[src/rtl/ipm_distributed_fifo_v1_3_sync_prefetch.sv]
// ipm_distributed_fifo_v1_3_sync_prefetch
// Single-clock first-word-fall-through FIFO. Storage is a distributed RAM
// followed by a registered prefetch stage (dout_reg/dout_vld). Total capacity
// is 2^ADDR_WIDTH + 1 words. A write into an otherwise empty FIFO bypasses
// the RAM and lands directly in the prefetch register.
// Optional feature: define IPM_DIST_FIFO_ERR_FLAG_EN to add the sticky
// overflow/underflow ports.
module ipm_distributed_fifo_v1_3_sync_prefetch #(
    parameter int ADDR_WIDTH       = 4,
    parameter int DATA_WIDTH       = 32,
    parameter int ALMOST_FULL_NUM  = 4,
    parameter int ALMOST_EMPTY_NUM = 4
) (
    input  logic                  clk,
    input  logic                  rst,
    input  logic [DATA_WIDTH-1:0] wr_data,
    input  logic                  wr_en,
    output logic                  full,
    output logic                  almost_full,
    output logic [DATA_WIDTH-1:0] rd_data,
    input  logic                  rd_en,
    output logic                  empty,
    output logic                  almost_empty,
    output logic [ADDR_WIDTH:0]   water_level
`ifdef IPM_DIST_FIFO_ERR_FLAG_EN
    ,
    output logic                  overflow,
    output logic                  underflow
`endif
);

    localparam int DEPTH    = 1 << ADDR_WIDTH;
    localparam int CAPACITY = DEPTH + 1;

    localparam logic [ADDR_WIDTH:0] DEPTH_LVL = (ADDR_WIDTH + 1)'(DEPTH);
    localparam logic [ADDR_WIDTH:0] AF_LVL    = (ADDR_WIDTH + 1)'(CAPACITY - ALMOST_FULL_NUM);
    localparam logic [ADDR_WIDTH:0] AE_LVL    = (ADDR_WIDTH + 1)'(ALMOST_EMPTY_NUM);

    logic [DATA_WIDTH-1:0] mem [DEPTH];

    logic [ADDR_WIDTH-1:0] wr_ptr;
    logic [ADDR_WIDTH-1:0] rd_ptr;
    logic [ADDR_WIDTH:0]   mem_cnt;
    logic                  dout_vld;
    logic [DATA_WIDTH-1:0] dout_reg;

    logic                  wr_acc;
    logic                  rd_acc;
    logic                  can_load;
    logic                  load_ram;
    logic                  bypass;
    logic                  ram_wr;
    logic [ADDR_WIDTH:0]   mem_cnt_nxt;
    logic                  dout_vld_nxt;

    // Accept qualification, prefetch decisions and next occupancy.
    // NOTE: every signal gets a default before any branch so that no path
    // leaves it unassigned, which would otherwise infer a latch.
    always_comb begin
        wr_acc       = wr_en & ~full;
        rd_acc       = rd_en & ~empty;
        can_load     = ~dout_vld | rd_acc;
        load_ram     = can_load & (mem_cnt != '0);
        bypass       = can_load & (mem_cnt == '0) & wr_acc;
        ram_wr       = wr_acc & ~bypass;
        mem_cnt_nxt  = mem_cnt;
        dout_vld_nxt = dout_vld;

        if (ram_wr && !load_ram) begin
            mem_cnt_nxt = mem_cnt + 1'b1;
        end else if (load_ram && !ram_wr) begin
            mem_cnt_nxt = mem_cnt - 1'b1;
        end

        if (load_ram || bypass) begin
            dout_vld_nxt = 1'b1;
        end else if (rd_acc) begin
            dout_vld_nxt = 1'b0;
        end
    end

    // RAM write port; pointers are reset elsewhere so old contents are never read.
    // NOTE: the storage array has no reset; clearing it would prevent mapping
    // onto distributed RAM and stale words are unreachable anyway.
    always_ff @(posedge clk) begin
        if (!rst && ram_wr) begin
            mem[wr_ptr] <= wr_data;
        end
    end

    // Pointers, counters, prefetch register and registered water level.
    // NOTE: state registers use non-blocking assignments so that every
    // right-hand side sees the pre-edge value regardless of statement order.
    always_ff @(posedge clk) begin
        if (rst) begin
            wr_ptr      <= '0;
            rd_ptr      <= '0;
            mem_cnt     <= '0;
            dout_vld    <= 1'b0;
            dout_reg    <= '0;
            water_level <= '0;
        end else begin
            if (ram_wr) begin
                wr_ptr <= wr_ptr + 1'b1;
            end
            if (load_ram) begin
                rd_ptr   <= rd_ptr + 1'b1;
                dout_reg <= mem[rd_ptr];
            end else if (bypass) begin
                dout_reg <= wr_data;
            end
            mem_cnt     <= mem_cnt_nxt;
            dout_vld    <= dout_vld_nxt;
            water_level <= mem_cnt_nxt + {{ADDR_WIDTH{1'b0}}, dout_vld_nxt};
        end
    end

`ifdef IPM_DIST_FIFO_ERR_FLAG_EN
    // Sticky error flags, cleared only by reset.
    always_ff @(posedge clk) begin
        if (rst) begin
            overflow  <= 1'b0;
            underflow <= 1'b0;
        end else begin
            if (wr_en && full) begin
                overflow <= 1'b1;
            end
            if (rd_en && empty) begin
                underflow <= 1'b1;
            end
        end
    end
`endif

    // Status outputs decoded from registered state only.
    always_comb begin
        full         = (mem_cnt == DEPTH_LVL);
        empty        = ~dout_vld;
        almost_full  = (water_level >= AF_LVL);
        almost_empty = (water_level <= AE_LVL);
        rd_data      = dout_reg;
    end

endmodule

[config.mk]
export PLATFORM = sky130hd
export DESIGN_NAME = ipm_distributed_fifo_v1_3_sync_prefetch
export DESIGN_NICKNAME = d
export VERILOG_FILES = /design/src/rtl/ipm_distributed_fifo_v1_3_sync_prefetch.sv
export SDC_FILE = /design/constraint.sdc
export NUM_CORES = 1
export LEC_CHECK = 0
export CAP_MARGIN = 20
export CORE_MARGIN = 4
export CORE_UTILIZATION = 55
export CTS_BUF_LIST = sky130_fd_sc_hd__clkbuf_8
export CTS_CLUSTER_SIZE = 40
export DETAILED_ROUTE_END_ITERATION = 8
export MAX_ROUTING_LAYER = met4
export PLACE_DENSITY = 0.73
export SYNTH_ARGS = -nofsm -noshare
export SYNTH_HDL_FRONTEND = slang
export SYNTH_SLANG_ARGS = --single-unit
[constraint.sdc]
create_clock -name clk -period 3.9 [get_ports clk]
set_clock_uncertainty 0.05 [all_clocks]
set_input_delay 0.585 -clock clk [delete_from_list [all_inputs] [get_ports clk]]
set_output_delay 0.585 -clock clk [all_outputs]
set_load 0.005 [all_outputs]
==> results <==
- The count of antenna diodes in the layout is 0.
- Walking the worst path, the cells encountered are inv_1 -> ha_1 -> nand4bb_4 -> inv_1 -> clkdlybuf4s50_1.
- Setup violations remaining at the end of the flow were counted as 0.
- The yosys synthesis warning count is 0.
- The category of the worst setup path capture point is an output port.
- The tree is rooted in a clkbuf_8.
- After routing, the total negative slack on setup checks comes to 0 ns.
- STA puts the critical path data required time at 3.26 ns.
- The clock slew at the register clock pins of the worst setup and hold paths is 0.06 ns.
- The final routed wire length divided by cell count is between 20 and 30 um.
- The share of the Yosys chip area taken by registers is 0.746.
- The worst flop-to-flop path endpoint is rd_data[29].
- The clock sink count is 567.
- The weighted congestion at the end of routability-driven global placement is between 0.7 and 0.8.
- Of the total power, combinational logic draws 0.243.
- The count of unresolved DRC violations after routing is 0.
- On the critical path, the stage with the largest delay is an instance of clkdlybuf4s50_1.
- The die is roughly 210 um wide.
- The number of antenna violations at the first check in global routing was 0.
- The arrival time reported for the critical path endpoint is 2.29 ns.
- Of the total power, registers draw 0.464.
- The post-synthesis async set-or-reset flop share is 0.
- The y dimension of the die is between 200 and 250 um.
- Among the stages of the critical path, the cell type that occurs most often is inv_1.
- The die covers about 0.043 sq mm.
- By area the synthesized netlist is led by edfxtp_1 70%, mux4_2 11%, dfxtp_1 5.0%.
- The analysis attributes to cell leakage a power of ~8.1 nW.
- The wire length after detailed routing is about 49 mm.
- The internal reg-to-reg setup slack is 0.99 ns.
- In this run the worst path has a maximum fanout of 8.
- The first-iteration detailed-routing DRC count is around 1100.
- The total via count after detailed routing is 11522.
- edfxtp_1 takes more of the synthesized area than any other cell.
- Dividing total power by cell area gives a power density of 611 mW/mm^2.
- Setup repair after global routing left no endpoint under its margin.
- The floorplan has 73 rows.
- The total count of max-transition violations in the final report is 0.
- The maximum number of pins on one net before global-route repair is 55.
- The number of nets in the final layout is 1347.
- Ranked by instance count, the synthesized netlist is headed by 512 x edfxtp_1, 112 x mux4_2, 60 x nor2_1, 55 x dfxtp_1, 49 x mux2i_1.
- Of the post-synthesis cell area, the dominant cell type holds 0.696.
- STA classifies the critical path startpoint as a flop.
- For this design, the CTS-stage hold fixing added 0 buffers.
- Static timing analysis puts the maximum clock frequency at 342 MHz.
- The count of port buffers added during placement is 76.
- Buffers added to address setup during post-CTS repair amount to 0.
- The number of hold violations in the final report was 0.
- The last element of the critical path is full.
- For this run, the leading register cell type out of synthesis is edfxtp_1.
- In this run, CTS created clock tree buffers numbering between 80 and 90.
- The path class of the tightest hold or removal check is primary input to flop.
- The register bit total from synthesis is 567.
- The number of global-route vias before repair was 11940.
- Using the TritonRoute via totals, the vias-per-cell ratio works out to around 6.
- The launch point of the worst path is mem_cnt[1].
- The area after detailed placement is ~0.024 sq mm.
- Counting flops with a built-in enable in the synthesized netlist gives 512.
- During I/O placement, the number of pins put on the boundary was 77.
- The headroom to the max-slew limit is 0.412.
- In the synthesized netlist, the number of instances is 1154.
- The netlist area before placement is about 0.022 sq mm.
- In this run the remaining antenna-violating nets after routing total 0.
- The clock latency at the later pin of the worst-skew pair is between 0.6 and 0.7 ns.
- The type of the worst setup path is flop to output port.
- The critical path depth is 5.
- In the final layout, the share of cells above drive strength 1 is 0.248.
- For the pin with the worst max-slew slack, the measured transition is just under 0.9 ns.
- The number of buffers on the longest clock path is 3.
- The dominant delay contributor by cell family on the critical path is buffers and inverters.
- The post-cts repair resize count is 0.
- The longest individual stage delay on the worst path is roughly 0.53 ns.
- TritonCTS built the clock tree.
- The launch point of the worst reg-to-reg path is mem_cnt[1].
- The path depth of the worst reg2reg path is 9.
- Including well taps, the total number of placed cells is 1735.
- The cell area after layout is 0.0255 sq mm.
- The critical path contains buffers and inverters numbering 3 combined.
- When the netlist entered floorplanning its net count stood at 1200.
- The run finished with clean final reports.
- Summed over all layers, the global routing overflow is 0.
- The end-of-flow core utilization is 0.641.
- The number of H-tree levels is 3.
- The average instance area after synthesis is 19.1 sq um.
- For this design the total switching power over the nets is 4.45 mW.
- Of the total power, the share spent switching nets is 0.286.
- The internal cell power is 11.1 mW.
- Of the available clock period, the critical path in the final layout requires 0.750.
- The initial utilization of the core area, before any placement, comes to 0.556.
- The number of iterations in the first detailed-routing pass is 5.
- In this run the most critical hold path is launched from rst.
- The post-synthesis cell type count is 46.
- The worst voltage drop across the vdd grid is 0.426 mV.
- The first global-routing pass estimated 74.0 mm of wire.
- edfxtp_1 is the most common cell in the netlist.
- The core box area is 0.0397 sq mm.
- The number of max-cap violations is 0.
- The final cell count without fillers is roughly 1900.
- The wire-length estimate of the detail-placed layout is 28.2 mm.
- In the global route stage, overall resource usage came out at 0.233.
- The area added between synthesis and finish is 15.4%.
- The worst path in the final design needs a cycle of 2.93 ns, including I/O delays and setup.
- The part of the power in the clock network is 0.292.
==> power by group through the flow <==
stage	sequential (mW)	clock, mW	combinational [mW]
global placement	7.34	0	3.76
finish	7.23	4.54	3.79
CTS	7.23	4.66	3.82
detailed placement	7.36	0	3.81
floorplan	7.17	0	2.61
global route	7.27	4.96	4.11
==> stage by stage <==
stage          setup slack, ns  total power [mW]  hold WS [ns]
2_1_floorplan            0.329              9.79         0.416
3_3_place_gp             0.634              11.1         0.398
3_5_place_dp             0.588              11.2         0.406
4_1_cts                  0.948              15.7         0.221
5_1_grt                  0.797              16.3         0.262
6_report                 0.974              15.6         0.277
==> layout make-up <==
| class | count | area [sq um] |
|---|---|---|
| Tap cell | 525 | 657 |
| Inverter | 11 | 41.3 |
| Clock inverter | 76 | 382 |
| Sequential cell | 567 | 16500 |
| Fill cell | 2726 | 14300 |
| Multi-Input combinational cell | 507 | 5390 |
| Timing Repair Buffer | 125 | 1260 |
| Clock buffer | 91 | 1250 |
==> worst min-delay path by stage <==
stage	to	cells past startpoint
2_1_floorplan	rd_data[12]	1
3_3_place_gp	rd_data[14]	1
3_5_place_dp	rd_data[14]	1
4_1_cts	wr_ptr[2]	2
5_1_grt	wr_ptr[2]	2
6_report	wr_ptr[2]	2
==> layout by cell type, fill, tap and decap left out, drive strengths merged, types with 5 or more instances in the layout <==
cell type	instances
xnor2	6
clkinvlp	5
xor2	5
mux2i	49
dfxtp	55
a31oi	20
o211ai	24
nor2b	7
mux2	40
clkbuf	91
ha	10
clkdlybuf4s50	75
nand2	36
o21ai	37
o22ai	8
edfxtp	512
buf	50
a32o	8
nor3	26
nor2	61
inv	50
clkinv	30
a21oi	29
mux4	112
==> kinds of logic (layout without fill, tap and decap cells) <==
kind of cell / count (synthesis) / in the layout / share of synthesized area
mux: 201 / 201 / 0.157
compound gates: 137 / 137 / 0.0397
xor+xnor: 11 / 11 / 0.00436
flops: 567 / 567 / 0.746
fa+ha+maj: 10 / 10 / 0.00567
simple gates: 148 / 148 / 0.0315
buf+inv: 80 / 303 / 0.0156
==> state kept, by name, indices dropped and copies added (netlist names), named ones only <==
register	flops
water_level	5
rd_ptr	4
rd_data	32
mem_cnt	5
dout_vld	1
mem	512
wr_ptr	4
==> routing by layer <==
metal,vias up,GRT usage,part of all wire
met5,-,-,0
met4,0,0.0711,0.025
met3,88,0.0440,0.083
met2,515,0.351,0.48
met1,5940,0.330,0.41
li1,4979,-,-
==> worst register-to-register path, stage by stage, from the launching register on <==
cell and delay, ns:
dfxtp_1 0.39, inv_1 0.11, ha_1 0.28, nor4b_4 0.37, buf_4 0.41, or3_1 0.16, buf_4 0.33, o211ai_1 0.22
a21oi_1 0.37, nor3_1 0.09
No activity file was read; power rests on OpenSTA's default activity.
